<file path="src/rtl/prog_tick_timer_pkg.sv">
// Shared types and helpers for the programmable tick timer.
// Channel state encoding and prescaler divisor/width math.
package prog_tick_timer_pkg;

    typedef enum logic [0:0] {
        IDLE = 1'b0,
        RUN  = 1'b1
    } chan_state_t;

    // Clock cycles per base tick (integer truncation).
    function automatic int calc_div(input int clk_hz, input int tick_hz);
        return clk_hz / tick_hz;
    endfunction

    // Width of the prescaler counter that spans 0..div-1.
    // Clamped to 1 so a bad divisor still elaborates far enough
    // for the divisor check in the top to report it.
    function automatic int calc_pw(input int div);
        return (div < 2) ? 1 : $clog2(div);
    endfunction

endpackage

</file>
<file path="src/rtl/tick_prescaler.sv">
// Free-running base-tick prescaler.
// Ports: CLK, RST (sync, active-high), EN (freeze when low),
//        tick (registered 1-cycle pulse every DIV enabled cycles).
module tick_prescaler
    import prog_tick_timer_pkg::*;
#(
    parameter int DIV = 10
) (
    input  logic CLK,
    input  logic RST,
    input  logic EN,
    output logic tick
);

    localparam int            PW   = calc_pw(DIV);
    localparam logic [PW-1:0] LAST = PW'(DIV - 1);
    localparam logic [PW-1:0] ONE  = PW'(1);

    logic [PW-1:0] cnt;

    always_ff @(posedge CLK) begin
        if (RST) begin
            cnt  <= '0;
            tick <= 1'b0;
        end else if (EN) begin
            if (cnt == LAST) begin
                cnt  <= '0;
                tick <= 1'b1;
            end else begin
                cnt  <= cnt + ONE;
                tick <= 1'b0;
            end
        end else begin
            tick <= 1'b0;
        end
    end

endmodule

</file>
<file path="src/rtl/prog_tick_timer.sv">
// Multi-channel programmable timer driven by a shared base tick.
// Ports: CLK, RST (sync, active-high), EN (prescaler enable),
//        start/stop/periodic (per channel), load_val (packed counts),
//        tick (base tick), expired (1-cycle pulse), busy (in RUN),
//        remaining (packed current counts, same layout as load_val).
module prog_tick_timer
    import prog_tick_timer_pkg::*;
#(
    parameter int CLK_HZ  = 50_000_000,
    parameter int TICK_HZ = 1_000,
    parameter int NUM_CH  = 4,
    parameter int CNT_W   = 16
) (
    input  logic                    CLK,
    input  logic                    RST,
    input  logic                    EN,
    input  logic [NUM_CH-1:0]       start,
    input  logic [NUM_CH-1:0]       stop,
    input  logic [NUM_CH-1:0]       periodic,
    input  logic [NUM_CH*CNT_W-1:0] load_val,
    output logic                    tick,
    output logic [NUM_CH-1:0]       expired,
    output logic [NUM_CH-1:0]       busy,
    output logic [NUM_CH*CNT_W-1:0] remaining
);

    localparam int DIV = calc_div(CLK_HZ, TICK_HZ);

    if (DIV < 2) begin : g_div_chk
        $error("prog_tick_timer: CLK_HZ/TICK_HZ must be at least 2");
    end

    if (NUM_CH < 1 || NUM_CH > 16) begin : g_ch_chk
        $error("prog_tick_timer: NUM_CH must be in 1..16");
    end

    tick_prescaler #(
        .DIV (DIV)
    ) u_presc (
        .CLK  (CLK),
        .RST  (RST),
        .EN   (EN),
        .tick (tick)
    );

    localparam logic [CNT_W-1:0] ONE = CNT_W'(1);

    for (genvar i = 0; i < NUM_CH; i++) begin : g_ch

        chan_state_t      state_q, state_d;
        logic [CNT_W-1:0] rem_q, rem_d;
        logic [CNT_W-1:0] rld_q, rld_d;
        logic             mode_q, mode_d;
        logic             exp_q, exp_d;
        logic [CNT_W-1:0] ld;
        logic             ld_ok;

        assign ld    = load_val[i*CNT_W +: CNT_W];
        assign ld_ok = start[i] && (ld != '0);

        always_ff @(posedge CLK) begin
            if (RST) begin
                state_q <= IDLE;
                rem_q   <= '0;
                rld_q   <= '0;
                mode_q  <= 1'b0;
                exp_q   <= 1'b0;
            end else begin
                state_q <= state_d;
                rem_q   <= rem_d;
                rld_q   <= rld_d;
                mode_q  <= mode_d;
                exp_q   <= exp_d;
            end
        end

        // stop beats start beats tick; a zero load is never accepted.
        always_comb begin
            state_d = state_q;
            rem_d   = rem_q;
            rld_d   = rld_q;
            mode_d  = mode_q;
            exp_d   = 1'b0;
            unique case (state_q)
                IDLE: begin
                    if (!stop[i] && ld_ok) begin
                        rem_d   = ld;
                        rld_d   = ld;
                        mode_d  = periodic[i];
                        state_d = RUN;
                    end
                end
                RUN: begin
                    if (stop[i]) begin
                        rem_d   = '0;
                        state_d = IDLE;
                    end else if (ld_ok) begin
                        rem_d  = ld;
                        rld_d  = ld;
                        mode_d = periodic[i];
                    end else if (tick) begin
                        if (rem_q != ONE) begin
                            rem_d = rem_q - ONE;
                        end else begin
                            exp_d = 1'b1;
                            if (mode_q) begin
                                rem_d = rld_q;
                            end else begin
                                rem_d   = '0;
                                state_d = IDLE;
                            end
                        end
                    end
                end
                default: begin
                    state_d = IDLE;
                    rem_d   = '0;
                end
            endcase
        end

        assign busy[i]                      = (state_q == RUN);
        assign expired[i]                   = exp_q;
        assign remaining[i*CNT_W +: CNT_W]  = rem_q;

    end

endmodule

</file>
<file path="config.mk">
export PLATFORM = sky130hd
export DESIGN_NAME = prog_tick_timer
export DESIGN_NICKNAME = d
export VERILOG_FILES = /design/src/rtl/prog_tick_timer_pkg.sv /design/src/rtl/tick_prescaler.sv /design/src/rtl/prog_tick_timer.sv
export SDC_FILE = /design/constraint.sdc
export NUM_CORES = 1
export LEC_CHECK = 0
export ABC_AREA = 1
export ABC_CLOCK_PERIOD_IN_PS = 2400
export BUFFER_PORTS_ARGS = -buffer_cell sky130_fd_sc_hd__buf_2
export CAP_MARGIN = 20
export CORE_MARGIN = 2
export CORE_UTILIZATION = 24
export DETAILED_ROUTE_END_ITERATION = 16
export PLACE_DENSITY = 0.5
export SLEW_MARGIN = 40
export SYNTH_ARGS = -nofsm -noshare
export SYNTH_HDL_FRONTEND = slang
export SYNTH_SLANG_ARGS = --single-unit
</file>
<file path="constraint.sdc">
create_clock -name CLK -period 2.4 [get_ports CLK]
set_clock_uncertainty 0.2 [all_clocks]
set_input_delay 0.36 -clock CLK [delete_from_list [all_inputs] [get_ports CLK]]
set_output_delay 0.36 -clock CLK [all_outputs]
set_load 0.02 [all_outputs]
</file>
* After elaboration in Yosys (flattened, before gate mapping)
Cells that the tools add are included.
Word-level totals: bits in registers 157, input port bits 79, logic and storage cells 173
Cells by class: reductions and logical operators 29, bitwise gates (word level) 6, eq/ne operators 21, muxes and demuxes 90, add/sub/neg operators 5
Operator list (number):
- $mux 16 | 33
- $pmux 16 s2 | 8
- $ne 16x1->1 const B | 4
- $reduce_bool 16->1 | 4
- $sub 16x1->16 const B | 4
- $mux 1 | 41
- $reduce_or 5->1 | 4
- $add 16x1->16 const B | 1
- $eq 16x16->1 const B | 1
- $ne 2x2->1 const B | 8
- $ne 4x2->1 const B | 4
- $pmux 1 s2 | 8
- $reduce_and 3->1 | 4
- $logic_and 1x1->1 | 8
- $ne 2x1->1 const B | 4
- $reduce_and 2->1 | 4
- $not 1->1 | 6
- $logic_not 1->1 | 4
- $reduce_or 2->1 | 1

* Logic depth before layout (Yosys ltp)
Gate-level depths: netlist of the first run.
depth after elaboration 6, depth in mapped cells 15

* Cells and area by module
A second synthesis of the first run with hierarchy kept.
Second synthesis, totals: cells, all modules 1513, area, all modules 9799.4 µm²
By module, submodules not included:
- prog_tick_timer | cells each 1382, area each 8886.0 µm², instances 1, sequential area each 2802.7 µm²
- tick_prescaler | cells each 131, area each 913.4 µm², instances 1, sequential area each 340.3 µm²

* Least setup slack after synthesis of the first run
Ideal clock, no wire load.
path kind flip-flop to flip-flop, start point reg g_ch[1].rem_q[1], end point reg g_ch[1].rem_q[2], path buffers 2, path slack 476 ps, stages on the path, launching flop included 13, clock period less this slack 1924 ps, arrival time 1604 ps, path through dfxtp_1 > inv_1 > ha_1 > inv_1 > nor2_1 > nand3_1 > nor2_1 > nand2_1 > buf_2 > buf_2 > o21ai_0 > o21bai_1 > a21oi_1
On the way: longest elaborated chain between the ends 6, elaborated cells between the ends (all ways) 7
Ends and longest elaborated chain:
- start: declaration | RTL line prog_tick_timer.sv:51 | logic [CNT_W-1:0] rem_q, rem_d;
- start signal: assignment | RTL line prog_tick_timer.sv:70 | rem_q <= rem_d;
- $sub 16x1->16 or $ne 16x1->1 (tied branches) | RTL line prog_tick_timer.sv:103, prog_tick_timer.sv:102
- $mux 16 (*) | RTL line prog_tick_timer.sv:102 | if (rem_q != ONE) begin
- $mux 16 (*) | RTL line prog_tick_timer.sv:101 | end else if (tick) begin
- $mux 16 (*) | RTL line prog_tick_timer.sv:97 | end else if (ld_ok) begin
- $mux 16 (*) | RTL line prog_tick_timer.sv:94 | if (stop[i]) begin
- $pmux 16 s2 (*) | RTL line prog_tick_timer.sv:84 | unique case (state_q)
Every way passes the cells marked *; elsewhere a longest branch is shown, timed or not. The select of a mux whose other input is x is not followed. A chain may end at the register's enable or synchronous reset.

* Worst setup path in the final report of the first run
start point in load_val[30], end point reg g_ch[1].rem_q[15]
On the way: longest elaborated chain between the ends 5, elaborated cells between the ends (all ways) 9
Ends and longest elaborated chain:
- start: declaration | RTL line prog_tick_timer.sv:20 | input logic [NUM_CH*CNT_W-1:0] load_val,
- $reduce_bool 16->1 (*) | RTL line prog_tick_timer.sv:59 | assign ld_ok = start[i] && (ld != '0);
- $logic_and 1x1->1 (*) | RTL line prog_tick_timer.sv:59
- $mux 16 or $logic_and 1x1->1 (tied branches) | RTL line prog_tick_timer.sv:97, prog_tick_timer.sv:86
- $mux 16 or $ne 2x2->1 (tied branches)
- $pmux 16 s2 or $reduce_and 2->1 (tied branches)
Every way passes the cells marked *; elsewhere a longest branch is shown, timed or not.

==> results of run 1 <==
flip-flops by register name, indices dropped and copies added, names as in the netlist:
register      count
g_ch.mode_q       4
g_ch.rem_q       64
u_presc.cnt      16
u_presc.tick      1
g_ch.exp_q        4
g_ch.rld_q       64
g_ch.state_q      4
worst max-delay path: stages:
cell,delay (ns)
dlygate4sd3_1,0.56
buf_2,0.14
inv_2,0.07
nand4_1,0.13
nor2_1,0.13
nand2_1,0.09
nand2_4,0.17
nor2_4,0.07
buf_4,0.14
buf_4,0.19
nand2_1,0.10
nand3_1,0.08
a21oi_1,0.12
nor2_1,0.05
final timing paths:
path | to | slack [ns]
min | g_ch[3].rld_q[14] | 0.02
max | g_ch[1].rem_q[15] | 0.14
max reg2reg | g_ch[1].rem_q[10] | 0.19
min reg2reg | g_ch[2].rld_q[13] | 0.26
per-layer routing:
layer,global-route usage (%),up-vias
li1,-,5403
met1,21.60,4876
met2,27.13,294
met3,2.758,55
met4,4.943,2
met5,0,-
cell type report:
type                    instances  area, um2
clock buffers                  20      466.7
clock inverters                11      211.5
fillers                      4449      27430
inverters                     172      656.9
multi-input cells            1148       5493
flip-flops and latches        157       3143
well taps                     525      656.9
repair buffers                242       1573
repair inverters                1      7.507
placed cells by master, fill, tap and decap left out, types with 6 or more instances in the layout:
cell type and instances:
bufinv_16 6, o21ai_0 169, nor2_1 234, o211ai_1 16
inv_1 159, nor3_1 18, ha_1 8, nand3_1 96
dlygate4sd3_1 32, xnor2_1 15, nor4_1 12, buf_2 151
nand2_1 329, inv_2 7, a21oi_1 146, dfxtp_1 157
nor2_2 10, xor2_1 26, clkbuf_16 17, buf_4 54
nand4_1 21
metrics by stage:
stage,instances,hold WS (ns)
detailed placement,2210,0.2560
floorplan,1548,0.2387
CTS,2273,0.001554
global route,2276,0.02343
finish,2276,0.02366
global placement,2210,0.2478
power by group:
group	total, mW	internal (mW)	switching [mW]
clock	3.22	2.03	1.20
combinational	1.78	0.652	1.12
sequential	2.94	2.78	0.169
timing repair:
action	CTS	global route
buffers inserted	0	2
gates resized for setup	0	11
endpoints found under the hold margin	32	0
hold buffers	32	0
endpoints found under the setup margin	0	44
kinds of logic after synthesis:
group / share of synthesized area, %
compound gates: 19.05
flops: 32.71
buf+inv: 10.37
fa+ha+maj: 1.172
simple gates: 32.96
xor+xnor: 3.738
==> summary.md, run 1 <==
| Metric | Value |
|---|---|
| Clk slew on worst S/H paths | `0.07 ns` |
| CTS H-tree lvls | `4` |
| Final Hold Viols | `0` |
| Hpwl dp | `24910 um` |
| Area growth syn-to-layout | `27.06%` |
| Dpl cell area | `0.01115 mm2` |
| EDFF count, synth | `0` |
| Total CTS buffers | `17` |
| Die height | `204.1 um` |
| HP Start | `load_val[62]` |
| Gr usage total | `16.34%` |
| Met3 routed WL | `1470 um` |
| Met1 wire length | `15910 um` |
| Pins Over Slew Limit | `0` |
| Final Critical Period | `2.262 ns` |
| DRC marker count from the first detailed-route iteration | `640` |
| Largest net degree at the start of global routing | `33` |
| Worst r2r src | `g_ch[1].rem_q[1]` |
| Commonest cells in the netlist | `nand2_1 (330), nor2_1 (235), o21ai_0 (170), inv_1 (161), dfxtp_1 (157)` |
| Number of global-route vias before repair | `10270` |
| Die ar. | `0.04165 mm2` |
| Die Wd | `204.1 um` |
| Flops & latches, synth | `157` |
| Post-layout nets | `1827` |
| PwrDens | `650.6 mW/mm2` |
| Drt drc | `0` |
| Routed via count | `10630` |
| Clock tree buffer depth | `2` |
| Worst VDD drop | `0.0003590 V` |
| First-pass DRT Iterations | `5` |
| # port buffers | `151` |
| Final GP Congestion | `0.9081` |
| CP Data Arrival Time | `2.39 ns` |
| Detail Route met2 WL | `15800 um` |
| Max Cap Violations | `0` |
| RSZ-0062 raised after global routing | `yes` |
| Final Cell Area | `0.01221 mm2` |
| Slew Limit Headroom | `56.99%` |
| CTS Sinks | `157` |
| Syn Inst Count | `1548` |
| CTS tree | `yes` |
| Status | `finished clean` |
| Post-Route Utilization | `30.80%` |
| FFs w/ async S/R, synth | `0%` |
| Final setup violation count | `0` |
| Yosys top cell area share | `32.71%` |
| Syn Area/Cell | `6.207 um2` |
| I/O pin cnt | `152` |
| First-pass GRT wire length | `54540 um` |
| Setup TNS Final | `0 ns` |
| Setup ws final | `0.1383 ns` |
| WL/cell | `14.88 um` |
| Hold crit path type | `in -> reg` |
| Unique masters post-synth | `39` |
| Top Layer Used | `met5` |
| Cell with the most instances after synthesis | `nand2_1` |
| Top FF cell, synth | `dfxtp_1` |
| Rows | `73` |
| Hold depth | `3` |
| Core area | `0.03964 mm2` |
| CP max FO | `20` |
| WL final | `33870 um` |
| Initial antenna violation count | `1` |
| Final Power | `7.943 mW` |
| Vias per cell | `4.670` |
| Starting Density | `24.24%` |
| GRT Residual Overflow | `0` |
| Share of cells above drive strength 1 | `16.28%` |
| Synth area leaders | `dfxtp_1 (33%), nand2_1 (13%), nor2_1 (9.2%)` |
| CP endpoint kind | `flop` |
| Setup crit start kind | `input port` |
| Synth Warn # | `0` |
| Critical Path Source | `load_val[30]` |
| Number of diodes | `0` |
| Sequential cell area fraction in the yosys report | `32.71%` |
| Critical path class | `in -> reg` |
| Syn nets | `1636` |
| Highest clock rate | `442.2 MHz` |
| Clock Latency Late Sink | `0.44 ns` |
| Crit path required time | `2.53 ns` |
| Pre-CTS setup slack | `0.07989 ns` |
| Worst Max-Slew Pin Slew | `0.6443 ns` |
| Root Driver | `clkbuf_16` |
| Reg2Reg Depth | `15` |
| Period Utilization, post-route | `94.24%` |
| P_leak | `5.613 nW` |
| Area leader, netlist | `dfxtp_1` |
| Post-Syn Area | `0.009608 mm2` |
| Routed Antenna Nets | `0` |
Power figures use the tool's default switching activity.
==> inputs of run 2 (changes only) <==
--- a/config.mk
+++ b/config.mk
@@ -16,4 +16,5 @@
 export SLEW_MARGIN = 40
 export SYNTH_ARGS = -nofsm -noshare
 export SYNTH_HDL_FRONTEND = slang
+export SYNTH_HIERARCHICAL = 1
 export SYNTH_SLANG_ARGS = --single-unit
==> run 2 against run 1 <==
Register-to-register slack improved by 0.07 ns. Clock power fell by 12%. Power fell by 4.6%. Critical path type unchanged. Largest cell class unchanged. Highest routed layer is now met4.
==> summary.md, run 2 <==
| Metric | Value |
|---|---|
| Clock tree buffer depth | `2 (unchanged)` |
| Syn Inst Count | `1513 (-2.3%)` |
| Status | `finished clean` |
| Clock Latency Late Sink | `0.46 ns (+0.02 ns)` |
| Hpwl dp | `25830 um (+3.7%)` |
| Commonest cells in the netlist | `nand2_1 (292), nor2_1 (185), dfxtp_1 (157), inv_1 (154), o21ai_0 (152)` |
| WL/cell | `15.65 um (+5.2%)` |
| WP buf/inv | `4 (-1)` |
| CP most frequent cell | `nand3_1` |
| Commonest non-fill, non-tap cells in the layout | `nand2_1 (292), nor2_1 (185), dfxtp_1 (156)` |
| Total CTS buffers | `17 (unchanged)` |
| Routed Antenna Nets | `0 (unchanged)` |
| Initial antenna violation count | `0 (-1)` |
| Worst-path cell chain | `dlygate4sd3_1, buf_2, nor4_1, nand3_1, nand3_2, buf_4, nand2_1, nand2_1, nand3_1, nand3_1, inv_1` |
| Die ar. | `0.04246 mm2 (+2.0%)` |
| First-pass DRT Iterations | `5 (unchanged)` |
| Critical path class | `in -> reg` |
| CP peak stage delay | `0.53 ns (-0.03 ns)` |
| Worst VDD drop | `0.0004134 V (+15%)` |
| Highest clock rate | `441.0 MHz (-0.27%)` |
| Gr usage total | `16.49% (+0.15 points)` |
| Routed via count | `10540 (-0.83%)` |
| FFs w/ async S/R, synth | `0% (unchanged)` |
| DRC marker count from the first detailed-route iteration | `733 (+15%)` |
| Synth area leaders | `dfxtp_1 (32%), nand2_1 (11%), o21ai_0 (7.8%)` |
| Area leader, netlist | `dfxtp_1` |
| Root Driver | `clkbuf_16` |
| Unique masters post-synth | `46 (+18%)` |
| Post-layout nets | `1788 (-2.1%)` |
| PwrDens | `618.5 mW/mm2 (-4.9%)` |
| Core area | `0.04055 mm2 (+2.3%)` |
| Vias per cell | `4.696 (+0.54%)` |
| GRT Residual Overflow | `0 (unchanged)` |
| I/O pin cnt | `152 (unchanged)` |
| Largest net degree at the start of global routing | `56 (+70%)` |
| Final setup violation count | `0 (unchanged)` |
| CTS H-tree lvls | `4 (unchanged)` |
| Min Hold Slack | `0.01768 ns (-0.005980 ns)` |
| Max Cap Violations | `0 (unchanged)` |
| Largest regs | `g_ch.rem_q x64, g_ch.rld_q x64, u_presc/cnt x16` |
| Final Cell Area | `0.01225 mm2 (+0.33%)` |
| WL final | `35140 um (+3.7%)` |
| Clk slew on worst S/H paths | `0.07 ns (about the same)` |
| Setup crit start kind | `input port` |
| Pre-CTS setup slack | `-0.005146 ns (-0.08504 ns)` |
| Syn Area/Cell | `6.477 um2 (+4.4%)` |
| Delay-heaviest family, CP | `simple AND/OR/NAND/NOR gates` |
| Setup ws final | `0.1322 ns (-0.006170 ns)` |
| CP endpoint kind | `flop` |
| Area growth syn-to-layout | `24.99%` |
| P_leak | `5.469 nW (-2.6%)` |
| Worst Max-Slew Pin Slew | `0.7029 ns (+0.05858 ns)` |
| CP max FO | `14 (-30%)` |
| Commonest non-fill, non-tap cell in the layout | `nand2_1` |
| Pins Over Slew Limit | `0 (unchanged)` |
| Slew Limit Headroom | `53.07% (-3.9 points)` |
| Post-Syn Area | `0.009799 mm2 (+2.0%)` |
| Rows | `74 (+1.4%)` |
| Critical-path top delay cell | `dlygate4sd3_1` |
| First-pass GRT wire length | `54680 um (+0.25%)` |
| Final Critical Period | `2.268 ns (+0.006170 ns)` |
| Yosys top cell area share | `32.07% (-0.64 points)` |
| Period Utilization, post-route | `94.49% (+0.26 points)` |
| Final Power | `7.575 mW (-4.6%)` |
| Final GP Congestion | `0.8749 (-3.7%)` |
| Syn nets | `1601 (-2.1%)` |
| CTS tree | `yes` |
| Synth Warn # | `6 (+6)` |
| CP Data Arrival Time | `2.42 ns (+0.03 ns)` |
| Drt drc | `0 (unchanged)` |
| Flops & latches, synth | `157 (unchanged)` |
| Crit path required time | `2.55 ns (+0.02 ns)` |
| RSZ-0062 raised after global routing | `no` |
| Final Hold Viols | `0 (unchanged)` |
| Share of cells above drive strength 1 | `18.86% (+2.6 points)` |
| Top FF cell, synth | `dfxtp_1` |
| Dpl cell area | `0.01121 mm2 (+0.49%)` |
| Number of global-route vias before repair | `9965 (-3.0%)` |
| CTS Sinks | `157 (unchanged)` |
| Sequential cell area fraction in the yosys report | `32.07% (-0.64 points)` |
| Die Wd | `206.1 um (+0.97%)` |
| Number of diodes | `0 (unchanged)` |
| Die height | `206.1 um (+0.97%)` |
| Cell with the most instances after synthesis | `nand2_1` |
| Hold crit path type | `in -> reg` |
| Starting Density | `24.16% (-0.074 points)` |
| # port buffers | `151 (unchanged)` |
| EDFF count, synth | `0 (unchanged)` |
run 2: cell types whose count changed in the layout (fill, tap and decap cells not counted), moves of 8 or more:
cell,delta
nor2_1,-49
nand3_1,+21
o211ai_1,+8
nand2_2,+9
dlygate4sd3_1,+8
nor2_2,+15
buf_4,-10
nor2_4,+8
o21ai_0,-17
nand3b_1,+12
nand2_1,-37
run 2: area by class of cell:
class	count	area (um2)
Timing Repair Buffer	240	1573
Clock buffer	21	450.4
Fill cell	4526	28310
Sequential cell	157	3144
Inverter	166	635.6
Multi-Input combinational cell	1118	5648
Tap cell	532	665.6
Clock inverter	11	131.4
run 2: worst min-delay path, stage by stage:
cell and delay [ns]:
buf_2 0.08, inv_1 0.07, a21oi_1 0.12
run 2: kinds of logic after synthesis:
| family | synth area share (%) |
|---|---|
| buffers and inverters | 10.41 |
| XOR/XNOR | 3.486 |
| AO/OA/AOI/OAI | 18.83 |
| flip-flops | 32.07 |
| adder cells (fa/ha/maj) | 1.149 |
| AND/OR/NAND/NOR | 34.05 |
run 2: routing by layer:
metal  GRT usage (%)  vias up  part of all wire (%)
li1                -     5337                     -
met1           22.05     4884                    47
met2           26.47      281                    46
met3           2.980       40                   5.2
met4           5.944        0                   1.8
met5               0        -                     0
run 2: worst paths after layout:
path | startpoint | end | depth (start not counted) | slack, ns
worst max-delay path | load_val[11] | g_ch[0].rem_q[5] | 11 | 0.13
worst min register to register | g_ch[2].rld_q[15] | g_ch[2].rld_q[15] | 2 | 0.26
worst min-delay path | load_val[54] | g_ch[3].rld_q[6] | 3 | 0.02
worst max register to register | g_ch[3].rem_q[1] | g_ch[3].rem_q[1] | 10 | 0.26
run 2: what timing repair did:
item,CTS,global route
setup buffers,0,4
endpoints found under the setup margin,0,22
endpoints found under the hold margin,43,0
hold buffers,40,0
gates resized for setup,0,7
run 2: where the power goes:
| part | internal, mW | switching (mW) | total (mW) |
|---|---|---|---|
| Combinational | 0.649 | 1.13 | 1.78 |
| Sequential | 2.77 | 0.199 | 2.97 |
| Clock | 1.57 | 1.25 | 2.82 |
run 2: stage by stage:
step | std cells | util (%) | TNS [ns]
global placement | 2168 | 27.63 | 0
floorplan | 1513 | - | 0
finish | 2245 | 30.20 | 0
detailed placement | 2168 | 27.63 | -0.006545
global route | 2245 | 30.20 | 0
CTS | 2240 | 30.06 | 0
==> inputs of run 3 (changes only) <==
--- a/config.mk
+++ b/config.mk
@@ -5,14 +5,14 @@
 export SDC_FILE = /design/constraint.sdc
 export NUM_CORES = 1
 export LEC_CHECK = 0
-export ABC_AREA = 1
-export ABC_CLOCK_PERIOD_IN_PS = 2400
+export ABC_AREA = 0
+export ABC_CLOCK_PERIOD_IN_PS = 2800
 export BUFFER_PORTS_ARGS = -buffer_cell sky130_fd_sc_hd__buf_2
 export CAP_MARGIN = 20
 export CORE_MARGIN = 2
 export CORE_UTILIZATION = 24
 export DETAILED_ROUTE_END_ITERATION = 16
-export PLACE_DENSITY = 0.5
+export PLACE_DENSITY = 0.51
 export SLEW_MARGIN = 40
 export SYNTH_ARGS = -nofsm -noshare
 export SYNTH_HDL_FRONTEND = slang
==> constraint.sdc (replaced) <==
create_clock -name CLK -period 2.8 [get_ports CLK]
set_clock_uncertainty 0.2 [all_clocks]
set_input_delay 0.42 -clock CLK [delete_from_list [all_inputs] [get_ports CLK]]
set_output_delay 0.42 -clock CLK [all_outputs]
set_load 0.02 [all_outputs]
==> run 3 against run 2 <==
Routed wire length shrank 7.2%. Clock power shrank 20%. Global-route usage is 0.11 points lower. Die area fell by 6.4%. Via count down 9.8%. Sequential share of layout area is 2.0 points higher. Hold slack is essentially flat. Register-to-register slack worse by 0.10 ns. Synthesized cell count is 21% lower. First-iteration DRC count down 16%. Largest power group unchanged.
==> summary.md, run 3 <==
| Metric | Value |
|---|---|
| CTS Sinks | `157 (unchanged)` |
| Reg power frac | `41.1% (+1.9 points)` |
| Logic pwr share | `21.9% (-1.6 points)` |
| Critical path class | `in -> reg` |
| Number of global-route vias before repair | `8935 (-10%)` |
| Setup crit start kind | `input port` |
| Rows | `71 (-4.1%)` |
| Routed Antenna Nets | `0 (unchanged)` |
| EDFF count, synth | `0 (unchanged)` |
| Area growth syn-to-layout | `24.12%` |
| P_sw | `2.071 mW (-20%)` |
| P_leak | `4.365 nW (-20%)` |
| Pre-CTS setup slack | `0.01717 ns (+0.02232 ns)` |
| Status | `finished clean` |
| Syn Inst Count | `1195 (-21%)` |
| WL/cell | `17.42 um (+11%)` |
| Die Wd | `199.4 um (-3.3%)` |
| Drt drc | `0 (unchanged)` |
| CP max FO | `4 (-10)` |
| Final GP Congestion | `0.8572 (-2.0%)` |
| WL final | `32600 um (-7.2%)` |
| Cell-internal power | `4.061 mW (-19%)` |
| Commonest cells in the netlist | `nand2_1 (165), dfxtp_1 (157), nor2_1 (115), a21oi_1 (94), o21ai_0 (82)` |
| Flops & latches, synth | `157 (unchanged)` |
| Die ar. | `0.03975 mm2 (-6.4%)` |
| Commonest non-fill, non-tap cell in the layout | `nand2_1` |
| Total CTS buffers | `17 (unchanged)` |
| Core area | `0.03767 mm2 (-7.1%)` |
| Synth Warn # | `6 (unchanged)` |
| Setup ws final | `0.05204 ns (-0.08013 ns)` |
| Commonest non-fill, non-tap cells in the layout | `nand2_1 (165), dfxtp_1 (157), buf_2 (150)` |
| Slew Limit Headroom | `53.32% (+0.24 points)` |
| Inst Count DP | `1834 (-15%)` |
| Die height | `199.4 um (-3.3%)` |
| Hpwl dp | `23890 um (-7.5%)` |
| Clock tree buffer depth | `2 (unchanged)` |
| PwrDens | `539.3 mW/mm2 (-13%)` |
| Clk slew on worst S/H paths | `0.07 ns (about the same)` |
| Final setup violation count | `0 (unchanged)` |
| Starting Density | `24.32% (+0.16 points)` |
| Period Utilization, post-route | `98.14%` |
| Highest clock rate | `363.9 MHz` |
| Final cell count without fillers | `1871 (-17%)` |
| Max Cap Violations | `0 (unchanged)` |
| Pins Over Slew Limit | `0 (unchanged)` |
| Hold crit path type | `in -> reg` |
| CP endpoint kind | `flop` |
| First-pass GRT wire length | `50870 um (-7.0%)` |
| Root Driver | `clkbuf_16` |
| Synth area leaders | `dfxtp_1 (34%), nand2_1 (6.8%), a21oi_1 (5.1%)` |
| Vias per cell | `5.083 (+8.2%)` |
| CTS H-tree lvls | `4 (unchanged)` |
| Share of cells above drive strength 1 | `22.08% (+3.2 points)` |
| Clock power share | `37.0% (-0.2 points)` |
| Filler cells | `4162 (-8.0%)` |
| Unique masters post-synth | `76 (+65%)` |
| Worst VDD drop | `0.0003375 V (-18%)` |
| Routed via count | `9510 (-9.8%)` |
| Largest regs | `g_ch.rem_q x64, g_ch.rld_q x64, u_presc/cnt x16` |
| Post-Syn Area | `0.009160 mm2 (-6.5%)` |
| Final Hold Viols | `0 (unchanged)` |
| DRC marker count from the first detailed-route iteration | `614 (-16%)` |
| Yosys top cell area share | `34.31% (+2.2 points)` |
| Top FF cell, synth | `dfxtp_1` |
| Syn nets | `1283 (-20%)` |
| Reg-to-reg slack, setup | `0.16 ns (-0.10 ns)` |
| I/O pin cnt | `152 (unchanged)` |
| First-pass DRT Iterations | `5 (unchanged)` |
| Initial antenna violation count | `5 (+5)` |
| Gr usage total | `16.38% (-0.11 points)` |
| Area leader, netlist | `dfxtp_1` |
| CP Data Arrival Time | `2.92 ns (+0.50 ns)` |
| Clock Latency Late Sink | `0.45 ns (about the same)` |
| Cell with the most instances after synthesis | `nand2_1` |
| CTS tree | `yes` |
| Crit path required time | `2.97 ns (+0.42 ns)` |
| # port buffers | `151 (unchanged)` |
| Final Critical Period | `2.748 ns` |
| Sequential cell area fraction in the yosys report | `34.31% (+2.2 points)` |
| Syn Area/Cell | `7.665 um2 (+18%)` |
| Post-layout nets | `1434 (-20%)` |
| FFs w/ async S/R, synth | `0% (unchanged)` |
| Largest net degree at the start of global routing | `123 (+120%)` |
| Switching Share | `33.77% (-0.28 points)` |
| Worst Max-Slew Pin Slew | `0.6993 ns (-0.003610 ns)` |
| GRT Residual Overflow | `0 (unchanged)` |
-- run 3: power groups by stage --
stage	Combinational [mW]	Clock (mW)	Sequential (mW)
finish	1.34	2.27	2.52
global route	1.49	2.42	2.54
CTS	1.34	2.33	2.52
detailed placement	1.33	0	2.57
global placement	1.33	0	2.57
floorplan	0.773	0	2.61
-- run 3: cell type report --
type / instances / area, um2 / share of cell area (%)
Timing Repair Buffer: 227 / 1411 / 12.41
Multi-Input combinational cell: 911 / 5500 / 48.38
Clock inverter: 15 / 127.6 / 1.122
Inverter: 32 / 120.1 / 1.056
Clock buffer: 17 / 425.4 / 3.742
Antenna cell: 1 / 2.502 / 0.02201
Sequential cell: 157 / 3143 / 27.64
Tap cell: 511 / 639.4 / 5.623
-- run 3: cells by family after synthesis --
group	count (synthesis)	share of synthesized area, %
simple gates	517	28.60
compound gates	321	23.48
mux	30	3.319
fa+ha+maj	9	1.229
flops	157	34.31
buf+inv	127	5.805
xor+xnor	34	3.251
-- run 3: path summary, 6_finish.rpt --
path	startpoint	end	cells past startpoint
hold reg to reg	g_ch[0].rld_q[2]	g_ch[0].rld_q[2]	2
hold / removal	periodic[2]	g_ch[2].mode_q	3
setup / recovery	load_val[33]	g_ch[2].rem_q[15]	7
setup reg to reg	g_ch[0].rem_q[1]	g_ch[0].rem_q[0]	8
-- run 3: per-stage QoR --
step / hold WS (ns) / cell area [um2] / power [mW] / TNS, ns / utilization (%)
after floorplan: 0.2319 / 9160 / 3.380 / 0 / -
after global placement: 0.2377 / 10760 / 3.895 / 0 / 28.57
after detailed placement: 0.2440 / 10760 / 3.899 / 0 / 28.57
after CTS: 0.001319 / 11340 / 6.187 / 0 / 30.12
after global routing: 0.01937 / 11370 / 6.443 / -0.009567 / 30.18
final: 0.01724 / 11370 / 6.132 / 0 / 30.19
-- run 3: critical path: stages --
cell           delay (ns)
dlygate4sd3_1        0.56
buf_2                0.15
or4_4                0.54
o41ai_4              0.43
nand2_4              0.11
or4_4                0.54
a211oi_2             0.17
-- run 3: what timing repair did --
item                       CTS  global route
setup buffers                0             1
setup endpoints to repair    0            10
resized for setup            0             4
hold endpoints to repair     3             0
hold buffers                 3             0
-- run 3: layer usage --
metal / track usage (%) / wire length [um] / share of wire (%)
met2: 26.21 / 14860 / 46
met3: 3.797 / 2041 / 6.3
met5: 0 / 37 / 0.11
met4: 6.173 / 777 / 2.4
met1: 21.39 / 14890 / 46
